$ cat config.mk
export PLATFORM = sky130hd
export DESIGN_NAME = mem_arbiter
export DESIGN_NICKNAME = d
export VERILOG_FILES = /design/src/rtl/mem_arbiter.sv
export SDC_FILE = /design/constraint.sdc
export NUM_CORES = 1
export LEC_CHECK = 0
export CORE_MARGIN = 8
export CORE_UTILIZATION = 38
export DETAILED_ROUTE_END_ITERATION = 8
export PLACE_DENSITY = 0.73
export SETUP_SLACK_MARGIN = 0.4
export SYNTH_ARGS = -nofsm -noshare
export SYNTH_HDL_FRONTEND = slang
export SYNTH_SLANG_ARGS = --single-unit
export TNS_END_PERCENT = 30
$ cat constraint.sdc
create_clock -name clk -period 1.6 [get_ports clk]
set_input_delay 0.4 -clock clk [delete_from_list [all_inputs] [get_ports clk]]
set_output_delay 0.4 -clock clk [all_outputs]
set_load 0.05 [all_outputs]
$ cat src/rtl/mem_arbiter.sv
// Two-port (fetch/data) arbiter onto one memory port; gnt is combinational, rvalid lands MEM_LAT+1 cycles after gnt.
// One transaction at a time: losers see gnt low until IDLE. Optional ARB_ROUND_ROBIN_EN selects round-robin over data priority.
module mem_arbiter #(
    parameter int D_WIDTH = 32,
    parameter int MEM_LAT = 1
) (
    input  logic               clk,
    input  logic               rst_n,
    input  logic               if_req,
    input  logic [D_WIDTH-1:0] if_addr,
    output logic               if_gnt,
    output logic               if_rvalid,
    output logic [D_WIDTH-1:0] if_rdata,
    input  logic               d_req,
    input  logic               d_we,
    input  logic [D_WIDTH-1:0] d_addr,
    input  logic [D_WIDTH-1:0] d_wdata,
    input  logic [2:0]         d_funct3,
    output logic               d_gnt,
    output logic               d_rvalid,
    output logic [D_WIDTH-1:0] d_rdata,
    output logic               mem_en,
    output logic               mem_we,
    output logic [D_WIDTH-1:0] mem_addr,
    output logic [D_WIDTH-1:0] mem_wdata,
    output logic [2:0]         mem_funct3,
    input  logic [D_WIDTH-1:0] mem_rdata,
    output logic               busy
);
    typedef enum logic [1:0] {IDLE, ACCESS, WAIT, RESP} state_t;

    localparam logic [3:0] WAIT_LAST = 4'(MEM_LAT - 1);

    state_t             state;
    logic [3:0]         cnt;
    logic               owner_d;
    logic               we_q;
    logic [D_WIDTH-1:0] addr_q;
    logic [D_WIDTH-1:0] wdata_q;
    logic [2:0]         f3_q;
    logic               mem_en_q;
    logic               mem_we_q;
    logic               busy_q;
    logic               if_rvalid_q;
    logic               d_rvalid_q;
    logic [D_WIDTH-1:0] if_rdata_q;
    logic [D_WIDTH-1:0] d_rdata_q;
    logic               pick_d;
    logic               grant;
    logic               capture;

`ifdef ARB_ROUND_ROBIN_EN
    logic last_d;

    // Tie goes to whichever port did not win last; reset value means data wins first.
    assign pick_d = d_req & (~if_req | ~last_d);

    always_ff @(posedge clk or negedge rst_n) begin
        if (!rst_n) begin
            last_d <= 1'b0;
        end else if (grant) begin
            last_d <= pick_d;
        end
    end
`else
    assign pick_d = d_req;
`endif

    assign grant   = (state == IDLE) & (if_req | d_req);
    // rst_n gating keeps the combinational grants at 0 while reset is held.
    assign d_gnt   = rst_n & grant & pick_d;
    assign if_gnt  = rst_n & grant & ~pick_d;
    assign capture = ((state == ACCESS) && (MEM_LAT == 1)) ||
                     ((state == WAIT) && (cnt == WAIT_LAST));

    always_ff @(posedge clk or negedge rst_n) begin
        if (!rst_n) begin
            state       <= IDLE;
            cnt         <= 4'd0;
            owner_d     <= 1'b0;
            we_q        <= 1'b0;
            addr_q      <= '0;
            wdata_q     <= '0;
            f3_q        <= 3'b000;
            mem_en_q    <= 1'b0;
            mem_we_q    <= 1'b0;
            busy_q      <= 1'b0;
            if_rvalid_q <= 1'b0;
            d_rvalid_q  <= 1'b0;
            if_rdata_q  <= '0;
            d_rdata_q   <= '0;
        end else begin
            mem_en_q    <= 1'b0;
            mem_we_q    <= 1'b0;
            if_rvalid_q <= 1'b0;
            d_rvalid_q  <= 1'b0;
            case (state)
                IDLE: begin
                    if (grant) begin
                        state    <= ACCESS;
                        owner_d  <= pick_d;
                        mem_en_q <= 1'b1;
                        busy_q   <= 1'b1;
                        if (pick_d) begin
                            we_q     <= d_we;
                            addr_q   <= d_addr;
                            wdata_q  <= d_wdata;
                            f3_q     <= d_funct3;
                            mem_we_q <= d_we;
                        end else begin
                            we_q    <= 1'b0;
                            addr_q  <= if_addr;
                            wdata_q <= '0;
                            f3_q    <= 3'b010;
                        end
                    end
                end
                ACCESS: begin
                    if (MEM_LAT == 1) begin
                        state <= RESP;
                    end else begin
                        state <= WAIT;
                        cnt   <= 4'd1;
                    end
                end
                WAIT: begin
                    if (cnt == WAIT_LAST) begin
                        state <= RESP;
                    end else begin
                        cnt <= cnt + 4'd1;
                    end
                end
                RESP: begin
                    state  <= IDLE;
                    cnt    <= 4'd0;
                    busy_q <= 1'b0;
                end
                default: state <= IDLE;
            endcase

            // Read data is sampled on the edge that enters RESP; writes return 0.
            if (capture) begin
                if (owner_d) begin
                    d_rdata_q  <= we_q ? '0 : mem_rdata;
                    d_rvalid_q <= 1'b1;
                end else begin
                    if_rdata_q  <= mem_rdata;
                    if_rvalid_q <= 1'b1;
                end
            end
        end
    end

    assign mem_en     = mem_en_q;
    assign mem_we     = mem_we_q;
    assign mem_addr   = addr_q;
    assign mem_wdata  = wdata_q;
    assign mem_funct3 = f3_q;
    assign busy       = busy_q;
    assign if_rvalid  = if_rvalid_q;
    assign if_rdata   = if_rdata_q;
    assign d_rvalid   = d_rvalid_q;
    assign d_rdata    = d_rdata_q;
endmodule

After elaboration in Yosys (flattened, before gate mapping):

Index checks and enable logic that the tools add are counted.

* reduce and logical (&&, ||, !) cells: 12
* add/sub/neg operators: 1
* equal/unequal tests: 6
* mux-type cells: 20
* bitwise gates (word level): 7

Operators with widths (number)
* 32-bit two-way mux: 3
* 2-bit AND reduction: 6
* 1-bit two-way mux: 10
* 2-bit one-hot mux with 4 select lines: 1
* 4-bit one-hot mux with 2 select lines: 1
* 4-bit by 1-bit adder with 4-bit output (second input constant): 1
* 1-bit bitwise AND: 4
* 2-bit equality test (second input constant): 2
* 4-bit zero test: 1
* 2-bit two-way mux: 2
* 4-bit two-way mux: 1
* 2-bit != test (second input constant): 2
* 2-bit nonzero test: 2
* 3-bit two-way mux: 1
* 2-bit by 1-bit equality test with 1-bit output (second input constant): 1
* 2-bit zero test: 1
* 2-bit by 1-bit != test with 1-bit output (second input constant): 1
* 1-bit inverter: 2
* 1-bit one-hot mux with 2 select lines: 1
* 1-bit logical AND: 1
* 1-bit logical OR: 1
* 1-bit bitwise OR: 1

* input port bits: 136
* register bits after elaboration: 144
* output and inout port bits: 138
* word-level logic and storage cells: 60

Logic depth before layout (Yosys ltp):

* depth in word-level cells: 4
* gate-level depth with buffers: 7

Worst setup path after synthesis:

No wires, ideal clock.

* path kind: register -> output
* start: register state[0]
* end: output if_gnt
* data required time: 1200 ps
* slack: -1056 ps
* stages on the path, launching flop included: 7
* arrival time: 2256 ps
* path through: dfrtp_1 inv_1 ha_1 o21ai_1 buf_2 buf_2 nor3b_1

* longest elaborated chain between the ends: 4

Ends and longest elaborated chain
* start, declared: line 34 `state_t state;`
* start signal, assigned: line 78 `state <= IDLE;`
* start signal, assigned: line 100 `state <= ACCESS;`
* start signal, assigned: line 120 `state <= RESP;`
* 2-bit zero test: line 69 `assign grant = (state == IDLE) & (if_req | d_req);`
* 1-bit bitwise AND: line 69
* 1-bit bitwise AND (2 in a row): line 72 `assign if_gnt = rst_n & grant & ~pick_d;`
* end, declared: line 11 `output logic if_gnt,`

No other way between the ends.

Worst setup path in the final report:

* start: register state[1]
* end: register if_rdata_q[0], in the netlist if_rdata[0]

* longest elaborated chain between the ends: 4
* elaborated cells between the ends (all ways): 5

Ends and longest elaborated chain
* 2-bit equality test: line 74 `((state == WAIT) && (cnt == WAIT_LAST));`
* 1-bit logical AND: line 74
* 1-bit logical OR (*): line 73 `assign capture = ((state == ACCESS) && (MEM_LAT == 1)) ||`
* 2-bit AND reduction (no line) (*)
* end signal, assigned: line 147 `if_rdata_q <= mem_rdata;`
* end, declared: line 46 `logic [D_WIDTH-1:0] if_rdata_q;`

Every way passes the cells marked *; elsewhere a longest branch is shown, timed or not.
A chain may end at the register's enable or synchronous reset.

==> impl_metrics.env <==
export IMPL_core_um2=15800
export IMPL_finalClockSkew_ps=8.15
export IMPL_cp_end_kind="flop"
export IMPL_ys_types=33
export IMPL_cp_arrival_ps=2270
export IMPL_dieWidth_um=143
export IMPL_wire_per_inst_um=22.5
export IMPL_syn_area_per_cell_um2=10.8
export IMPL_grt_usage_pct=22.6
export IMPL_violations="setup timing"
export IMPL_drv_cap=0
export IMPL_switching_share_pct=43.4
export IMPL_syn_num_nets=706
export IMPL_design_area_um2=12400
export IMPL_critPathRequiredTime_ps=1900
export IMPL_crit_path_max_fanout=8
export IMPL_cp_slowest_stage_delay_ps=390
export IMPL_syn_to_final_growth_pct=105
export IMPL_timing_final_crit_share_pct=124
export IMPL_ys_ff_latch=144
export IMPL_pin_count=274
export IMPL_cts_sinks=144
export IMPL_setup_violations=70
export IMPL_p_clk_share_pct=12.9
export IMPL_rows=46
export IMPL_die_y_um=143
export IMPL_dp_hpwl_um=15900
export IMPL_final_setup_worst_slack_ps=-377
export IMPL_mostFrequentLayoutCells="148 x buf_12, 143 x dfrtp_1, 133 x clkdlybuf4s50_1"
export IMPL_layoutNonFillerInstCount=1104
export IMPL_ant_nets=0
export IMPL_grt_ovfl_total=0
export IMPL_reg2reg_from="state[1]$_DFFE_PN0P_"
export IMPL_syn_cell_area_um2=6080
export IMPL_rsz0062_at_grt="yes"
export IMPL_layout_commonest_cell="buf_12"
export IMPL_p_leak_uw=0.00583
export IMPL_place_ws_ps=-295
export IMPL_seq_power_share_pct=22.7
export IMPL_place_congestion=0.813
export IMPL_yosysWarnings=0
export IMPL_initial_core_util_pct=38.6
export IMPL_cp_cell_sequence="buf_4 -> ha_4 -> and4bb_2 -> o21bai_4 -> buf_12 -> clkbuf_16 -> mux2_4"
export IMPL_fin_total_pwr_uw=32400
export IMPL_clkTransAtPathRegs_ps=60
export IMPL_grt_max_degree=67
export IMPL_clk_latency_ps=420
export IMPL_async_flop_share_pct=100
export IMPL_dieArea_um2=20300
export IMPL_n_antenna_cell=0
export IMPL_numCtsBuffers=17
export IMPL_reg2reg_depth=7
export IMPL_htree_num_levels=4
export IMPL_synth_edf_count=0
export IMPL_finalSetupTns_ps=-18230
export IMPL_num_vias=5650
export IMPL_final_hold_viol_count=0
export IMPL_slowest_stage="dfrtp_1"
export IMPL_fin_crit_ps=1980
export IMPL_drt_pass1_iter_count=4
export IMPL_p_per_area_nw_per_um2=2600
export IMPL_p_int_uw=18300
export IMPL_drv_slew=0
export IMPL_dp_cells=1043
export IMPL_drc=0
export IMPL_wirelength_um=24800
export IMPL_root_buffer="clkbuf_16"
export IMPL_place_port_buffers=273
export IMPL_relSlewSlack_pct=43.9
export IMPL_min_path_type="in -> async"
export IMPL_antenna_found_initial=0
export IMPL_start_kind="flop"
export IMPL_post_route_cells_drive_above_1_share_pct=37.4
export IMPL_drt_iter0_drc=272
export IMPL_grt_pass1_vias=6203
export IMPL_r2r_end="if_rdata[0]$_DFFE_PN0P_"
export IMPL_power_switching_uw=14100
export IMPL_synth_ff_type="dfrtp_1"
export IMPL_synth_seq_area_share_pct=59.2
export IMPL_r2r_slack_ps=-380
export IMPL_cts_tree="done"
export IMPL_place_area_um2=10700
export IMPL_vias_per_cell=5.12
export IMPL_max_vdd_ir_drop_v=0.00123
export IMPL_synth_cells=563
export IMPL_critPathKind="reg -> reg"
export IMPL_p_comb_share_pct=64.5
export IMPL_outcome="finished with violations"
export IMPL_final_nets=1019
export IMPL_fmax_mhz=506
export IMPL_clockBufferDepth=2
export IMPL_tightest_slew_ps=841
export IMPL_grt_pass1_wl_um=35000
## routing by layer
layer / vias up / wire length, um / global-route usage (%)
met2: 246 / 13400 / 39.6
met3: 36 / 2060 / 8.29
li1: 2532 / - / -
met1: 2836 / 8980 / 24.4
met4: 0 / 437 / 8.39
met5: - / 0 / 0
## cell families (layout without fill, tap and decap cells)
kind of cell	Yosys count	after routing	synth area share, %
AND/OR/NAND/NOR	188	188	13.2
XOR/XNOR	1	1	0.144
multiplexers	66	66	11.5
AO/OA/AOI/OAI	76	76	8.72
adder cells (fa/ha/maj)	7	7	1.44
flip-flops	144	144	59.2
buffers and inverters	81	406	5.74
## worst max-delay path by stage
stage	from	end	slack (ps)	depth (start not counted)
2_1_floorplan	state[1]$_DFFE_PN0P_	if_gnt	-280	6
3_3_place_gp	if_req	state[1]$_DFFE_PN0P_	-250	6
3_5_place_dp	if_req	state[1]$_DFFE_PN0P_	-290	6
4_1_cts	state[0]$_DFFE_PN0P_	if_gnt	-370	5
5_1_grt	state[1]$_DFFE_PN0P_	if_rdata[20]$_DFFE_PN0P_	-420	7
6_report	state[1]$_DFFE_PN0P_	if_rdata[0]$_DFFE_PN0P_	-380	7
## state kept, by name, indices dropped and copies added (netlist names), 2 cells and up
signal,flops
d_rdata,32
if_rdata,32
mem_addr,32
mem_wdata,32
cnt,4
mem_funct3,3
state,2
## cells in the mapped netlist, types with 2 or more instances
| cell type | count | area share (%) |
|---|---|---|
| dfrtp_1 | 144 | 59 |
| nand2_1 | 138 | 8.5 |
| inv_1 | 40 | 2.5 |
| nand3_1 | 34 | 2.8 |
| mux2i_1 | 33 | 5.4 |
| o21ai_0 | 32 | 2.6 |
| o32ai_1 | 32 | 4.6 |
| mux2_2 | 31 | 5.7 |
| buf_2 | 18 | 1.5 |
| clkbuf_1 | 18 | 1.1 |
| ha_1 | 7 | 1.4 |
| a21oi_1 | 3 | 0.25 |
| and3_1 | 3 | 0.31 |
| buf_6 | 3 | 0.56 |
| nor2_1 | 3 | 0.19 |
| nor3b_1 | 3 | 0.37 |
| a31oi_1 | 2 | 0.21 |
| buf_1 | 2 | 0.12 |
| mux2_1 | 2 | 0.37 |
| o21ai_1 | 2 | 0.16 |
## final cells by class
| type | instances | area, um2 |
|---|---|---|
| sequential | 144 | 3600 |
| inverter | 40 | 153 |
| multi-input combinational | 338 | 2800 |
| timing repair buffer | 335 | 5010 |
| tap | 216 | 270 |
| clock inverter | 5 | 100 |
| fill | 902 | 3330 |
| clock buffer | 26 | 509 |
## through the flow
step	util, %	hold slack [ps]
after floorplan	-	104
after global placement	68.0	464
after detailed placement	68.0	478
after CTS	75.3	75.0
after global routing	78.9	104
final	78.9	70.9
## power groups by stage
stage	clock network (uW)	registers [uW]	logic [uW]
6_report	4160	7340	20900
5_1_grt	4390	7520	21600
4_1_cts	4170	7240	19300
3_5_place_dp	0	7280	17700
3_3_place_gp	0	7150	17400
2_1_floorplan	0	11900	3410
## worst max-delay path: cells and delay by family (launching register included)
family                     cells  cell delay [ps]
DFF                            1              390
buffers and inverters          3              480
AOI/OAI and AO/OA              1              250
and+or+nand+nor                1              250
adders and majority gates      1              160
muxes                          1              320
## timing repair
action / in CTS / in global routing
gates cloned: 6 / 8
endpoints found under the setup margin: 282 / 281
hold buffers: 0 / 0
buffers inserted: 13 / 3
hold endpoints to repair: 0 / 0
gates resized for setup: 64 / 88
pin swaps: 4 / 5
Power figures use the tool's default switching activity.
